===== src/rtl/arb_client_pkg.sv =====
// rtl/arb_client_pkg.sv - shared widths and default depth for the arbiter clients
package arb_client_pkg;

   // Bus word width shared by both clients and the arbiter wrapper
   localparam int ARB_DATA_W = 32;
   // Default FIFO depth per client (power of two, at least 2)
   localparam int ARB_DEPTH  = 4;
   // Width of the transferred-word counter
   localparam int ARB_CNT_W  = 16;

endpackage


===== src/rtl/arb_client_fifo.sv =====
// rtl/arb_client_fifo.sv - synchronous FIFO with registered count and async clear
module arb_client_fifo
   import arb_client_pkg::*;
#(
   parameter int DATA_W = ARB_DATA_W,
   parameter int DEPTH  = ARB_DEPTH
) (
   input  logic                       clk,
   input  logic                       reset_n,
   input  logic                       push_i,
   input  logic [DATA_W-1:0]          push_data_i,
   input  logic                       pop_i,
   output logic [DATA_W-1:0]          head_o,
   output logic [$clog2(DEPTH):0]     count_o
);

   localparam int AW = $clog2(DEPTH);
   localparam logic [AW:0] FULL_CNT = (AW+1)'(DEPTH);

   logic [DATA_W-1:0] mem_q [DEPTH];
   logic [AW-1:0]     wr_ptr_q, wr_ptr_d;
   logic [AW-1:0]     rd_ptr_q, rd_ptr_d;
   logic [AW:0]       count_q, count_d;
   logic              do_push, do_pop;

   // Guard locally so a misbehaving caller cannot corrupt the pointers
   assign do_push = push_i && (count_q != FULL_CNT);
   assign do_pop  = pop_i && (count_q != '0);

   // Pointer and occupancy next-state; pointers wrap at DEPTH naturally
   always_comb begin
      wr_ptr_d = wr_ptr_q;
      rd_ptr_d = rd_ptr_q;
      count_d  = count_q;
      if (do_push) wr_ptr_d = wr_ptr_q + 1'b1;
      if (do_pop)  rd_ptr_d = rd_ptr_q + 1'b1;
      case ({do_push, do_pop})
         2'b10:   count_d = count_q + 1'b1;
         2'b01:   count_d = count_q - 1'b1;
         default: count_d = count_q;
      endcase
   end

   // State registers; storage is cleared too so the head reads 0 after reset
   always_ff @(posedge clk or negedge reset_n) begin
      if (!reset_n) begin
         for (int i = 0; i < DEPTH; i++) mem_q[i] <= '0;
         wr_ptr_q <= '0;
         rd_ptr_q <= '0;
         count_q  <= '0;
      end else begin
         if (do_push) mem_q[wr_ptr_q] <= push_data_i;
         wr_ptr_q <= wr_ptr_d;
         rd_ptr_q <= rd_ptr_d;
         count_q  <= count_d;
      end
   end

   assign head_o  = mem_q[rd_ptr_q];
   assign count_o = count_q;

endmodule


===== src/rtl/arb_client_tx.sv =====
// rtl/arb_client_tx.sv - requester-side client: buffers words, drives req, sends on grant
module arb_client_tx
   import arb_client_pkg::*;
#(
   parameter int DATA_W = ARB_DATA_W,
   parameter int DEPTH  = ARB_DEPTH,
   parameter int CNT_W  = ARB_CNT_W
) (
   input  logic              clk,
   input  logic              reset_n,
   input  logic              in_valid,
   input  logic [DATA_W-1:0] in_data,
   output logic              in_ready,
   output logic              req,
   input  logic              grant,
   output logic              bus_valid,
   output logic [DATA_W-1:0] bus_data,
   output logic [CNT_W-1:0]  sent_cnt,
   output logic              err
);

   localparam int AW = $clog2(DEPTH);
   localparam logic [AW:0] FULL_CNT = (AW+1)'(DEPTH);

   logic [AW:0]      count;
   logic             push, pop;
   logic [CNT_W-1:0] sent_cnt_q, sent_cnt_d;
   logic             err_q, err_d;

   arb_client_fifo #(
      .DATA_W (DATA_W),
      .DEPTH  (DEPTH)
   ) u_fifo (
      .clk         (clk),
      .reset_n     (reset_n),
      .push_i      (push),
      .push_data_i (in_data),
      .pop_i       (pop),
      .head_o      (bus_data),
      .count_o     (count)
   );

   // Acceptance uses the registered count only, so a pop at full does not open a slot
   assign in_ready  = (count < FULL_CNT);
   assign push      = in_valid && in_ready;
   assign pop       = grant && (count != '0);
   assign bus_valid = pop;
   // Drop the request while the last buffered word is leaving; grant is a flop, no loop
   assign req       = ((count - {{AW{1'b0}}, pop}) != '0);

   // Counter and sticky error next-state
   always_comb begin
      sent_cnt_d = sent_cnt_q;
      err_d      = err_q;
      if (pop) sent_cnt_d = sent_cnt_q + 1'b1;
      if (grant && (count == '0)) err_d = 1'b1;
   end

   // Counter and error registers
   always_ff @(posedge clk or negedge reset_n) begin
      if (!reset_n) begin
         sent_cnt_q <= '0;
         err_q      <= 1'b0;
      end else begin
         sent_cnt_q <= sent_cnt_d;
         err_q      <= err_d;
      end
   end

   assign sent_cnt = sent_cnt_q;
   assign err      = err_q;

endmodule

===== config.mk =====
export PLATFORM = sky130hd
export DESIGN_NAME = arb_client_tx
export DESIGN_NICKNAME = d
export VERILOG_FILES = /design/src/rtl/arb_client_pkg.sv /design/src/rtl/arb_client_fifo.sv /design/src/rtl/arb_client_tx.sv
export SDC_FILE = /design/constraint.sdc
export NUM_CORES = 1
export LEC_CHECK = 0
export CELL_PAD_IN_SITES_DETAIL_PLACEMENT = 1
export CELL_PAD_IN_SITES_GLOBAL_PLACEMENT = 2
export CORE_MARGIN = 3
export CORE_UTILIZATION = 40
export CTS_BUF_LIST = sky130_fd_sc_hd__clkbuf_2
export DETAILED_ROUTE_END_ITERATION = 16
export PLACE_DENSITY_LB_ADDON = 0.15
export SYNTH_ARGS = -nofsm -noshare
export SYNTH_HDL_FRONTEND = slang
export SYNTH_SLANG_ARGS = --single-unit

===== constraint.sdc =====
create_clock -name clk -period 2.37 [get_ports clk]
set_input_delay 0.3555 -clock clk [delete_from_list [all_inputs] [get_ports clk]]
set_output_delay 0.3555 -clock clk [all_outputs]
set_load 0.01 [all_outputs]

==> metrics.md <==
| Metric | Value |
|---|---|
| Crit-path cells | `buf_12 > buf_4 > mux4_2 > buf_6` |
| Synth unique cells | `25` |
| First DRT Iteration DRCs | `121` |
| Final setup fails | `30` |
| Post-Synth Simple-Gate Area | `2.888%` |
| CTS tree | `built` |
| CP Max Fanout | `6` |
| Longest Clk Path Bufs | `2` |
| Commonest non-fill, non-tap cells in the layout | `dfrtp_1 (148), mux2_2 (128), clkdlybuf4s50_1 (51)` |
| Final max-slew violation count | `0` |
| Lkg Pwr | `3.595 nW` |
| Seq cells post-synth | `152` |
| Worst Reg2Reg Path Length in Cells | `8` |
| Multiplexer share of the synthesized area | `32.55%` |
| Failing checks | `negative setup slack` |
| Clk pwr share | `11.7%` |
| Synthesized area per cell | `16.16 sq um` |
| Footprint of the multi-input gates | `2731 sq um` |
| Commonest non-fill, non-tap cell in the layout | `dfrtp_1` |
| Sw power | `0.003621 W` |
| Sequential area share after synthesis | `57.00%` |
| Worst VDD drop | `510.6 uV` |
| Slowest CP cell | `dfrtp_4` |
| Outcome | `finished with violations` |
| Die height | `135.2 microns` |
| DRT Wirelength | `14,270 microns` |
| Detail Placement HPWL | `9224 microns` |
| CTS Buf Count | `17` |
| Initial antenna violation count | `0` |
| Seq pwr share | `39.9%` |
| Delay of the slowest cell on the worst path | `0.57 ns` |
| Core area | `16,120 sq um` |
| P_int | `0.007678 W` |
| CP Launch Type | `flip-flop` |
| WP data arrival | `2.12 ns` |
| Drt pass-1 iters | `6` |
| Largest family of logic cells by synthesized area | `multiplexers` |
| FF+latch area | `3811 sq um` |
| Post-Synthesis Cells | `413` |
| Adder-Cell Fraction of Synth Area | `1.613%` |
| Post-synthesis compound-gate area fraction | `0.5438%` |
| Total track usage | `16.93%` |
| Via/cell ratio | `5.028` |
| Max Cap Viol | `0` |
| Worst-Margin Slew | `0.4832 ns` |
| Die area | `18,270 sq um` |
| First-pass GRT wire length | `23,560 microns` |
| Max Freq | `403.2 MHz` |
| Share of layout cells above drive strength 1 | `49.63%` |
| DRT antenna net count | `0` |
| Area growth syn-to-layout | `23.70%` |
| Worst path depth | `4` |
| Crit path capture type | `output port` |
| RSZ-0062 raised after global routing | `true` |
| Share of the clock period used by the worst path | `104.7%` |
| Final Hold Violating Endpoints | `0` |
| Filler cell count | `1,565` |
| Skew-Pair Late Insertion Delay | `0.70 ns` |
| H-tree level count | `4` |
| WS Path Type | `reg2out` |
| Diodes inserted | `0` |
| Setup ws final | `-0.1104 ns` |
| Yosys warns | `0` |
| Wirelength per Cell | `18.92 microns` |
| Critical path's top delay family | `flip-flops` |
| Post-Syn Nets | `457` |
| Critical path required time | `2.01 ns` |
| Total grt overflow | `0` |
| HP Class | `in2async` |
| Slew margin rel. | `67.79%` |
| Port-buffer cells | `87` |
| Synth Area in XOR/XNOR | `2.888%` |
| Root Driver | `clkbuf_2` |
| Starting density of the core | `41.41%` |
| Die width | `135.2 microns` |
| Pin count of the biggest net entering global routing | `73` |
| Post-synthesis cell area | `6673 sq um` |
| # DRC | `0` |
| Power per cell area | `1369 nW/um^2` |
| Num rows | `46` |
| Buf/Inv on CP | `3` |
| Setup Skew | `0.02544 ns` |
| Via Count | `3,791` |
| Clk slew on worst S/H paths | `0.18 ns` |
| WHS | `0.1658 ns` |
| Dpl ws | `0.03239 ns` |
| Placer Congestion | `0.7601` |
| Combinational power share | `48.4%` |
| Vias in the first global route | `4,301` |
| Final min period | `2.480 ns` |
| TritonCTS Sinks | `152` |
| Net count, final | `571` |
| Sw Share | `32.05%` |
| Io pins | `88` |
## synth_stat cells
master / number / area share (%)
buf_4: 12 / 1.4
xor2_1: 4 / 0.52
o21ai_0: 1 / 0.075
nand2_1: 17 / 0.96
and2b_2: 1 / 0.13
mux2i_1: 1 / 0.15
dfrtp_1: 152 / 57
mux2_2: 128 / 22
clkbuf_1: 4 / 0.22
nand4_1: 6 / 0.56
fa_1: 1 / 0.30
xnor2_1: 18 / 2.4
and3_1: 1 / 0.094
nand3_1: 2 / 0.15
inv_1: 10 / 0.56
nor4_1: 1 / 0.094
buf_2: 5 / 0.37
nor4_4: 1 / 0.32
ha_1: 7 / 1.3
o31ai_4: 1 / 0.32
or3b_1: 1 / 0.13
or4_4: 1 / 0.17
nor2_1: 5 / 0.28
a41o_1: 1 / 0.15
mux4_2: 32 / 11
## power by group through the flow
stage / Clock, W / Combinational [W] / Sequential (W)
6_report: 0.00132 / 0.00547 / 0.00451
5_1_grt: 0.00153 / 0.00595 / 0.00467
4_1_cts: 0.00141 / 0.00556 / 0.00450
3_5_place_dp: 0 / 0.00534 / 0.00456
3_3_place_gp: 0 / 0.00521 / 0.00447
2_1_floorplan: 0 / 0.00326 / 0.00432
## metal layers
layer  share of wire (%)  vias up  global-route usage [%]  wire, microns
li1                    -     1725                       -              -
met2                  51       62                   27.52           7277
met1                  44     1986                   22.45           6282
met3                 3.5       18                   4.235            506
met4                 1.4        0                   5.543            200
met5                   0        -                       0              0
## per-stage QoR
step | utilization, % | power, W | instances | TNS (ns) | cell area (sq um)
finish | 51.22 | 0.01130 | 754 | -1.433 | 8254
global placement | 49.18 | 0.009680 | 712 | 0 | 7925
floorplan | - | 0.007584 | 413 | 0 | 6673
CTS | 51.24 | 0.01146 | 756 | -6.546 | 8258
detailed placement | 49.18 | 0.009902 | 712 | 0 | 7925
global route | 51.22 | 0.01214 | 754 | -7.432 | 8254
## final cells by class
cell class | instances | area share (%)
Sequential cell | 152 | 46.17
Clock inverter | 12 | 1.349
Tap cell | 216 | 3.274
Clock buffer | 18 | 1.091
Multi-Input combinational cell | 230 | 33.09
Timing Repair Buffer | 116 | 14.57
Inverter | 10 | 0.4548
## path summary, 6_finish.rpt
path                                          from                 to  slack, ns
worst min register to register        sent_cnt[15]       sent_cnt[15]       0.50
worst max register to register   u_fifo.count_o[2]  u_fifo.count_o[2]       0.46
max in group asynchronous                  reset_n   u_fifo.mem_q[61]       1.46
min in group clk                       in_data[19]  u_fifo.mem_q[115]       0.33
worst min-delay path                       reset_n   u_fifo.mem_q[72]       0.17
worst max-delay path            u_fifo.rd_ptr_q[0]       bus_data[11]      -0.11
## state kept, by name, summed over array words and instances (netlist names)
register / flops
sent_cnt: 16
u_fifo.mem_q: 128
err: 1
u_fifo.wr_ptr_q: 2
u_fifo.count_o: 3
u_fifo.rd_ptr_q: 2
## repair_timing
item / CTS / global route
endpoints found under the hold margin: 152 / 0
buffers inserted: 12 / 1
pin swaps: 1 / 3
gates resized for setup: 163 / 15
endpoints found under the setup margin: 34 / 34
hold buffers: 1 / 0
gates cloned: 2 / 0
## logic make-up after synthesis
family / count (synthesis)
buffers and inverters: 31
AND/OR/NAND/NOR: 36
AO/OA/AOI/OAI: 3
adder cells (fa/ha/maj): 8
multiplexers: 161
flip-flops: 152
XOR/XNOR: 22
Power figures use the tool's default switching activity.
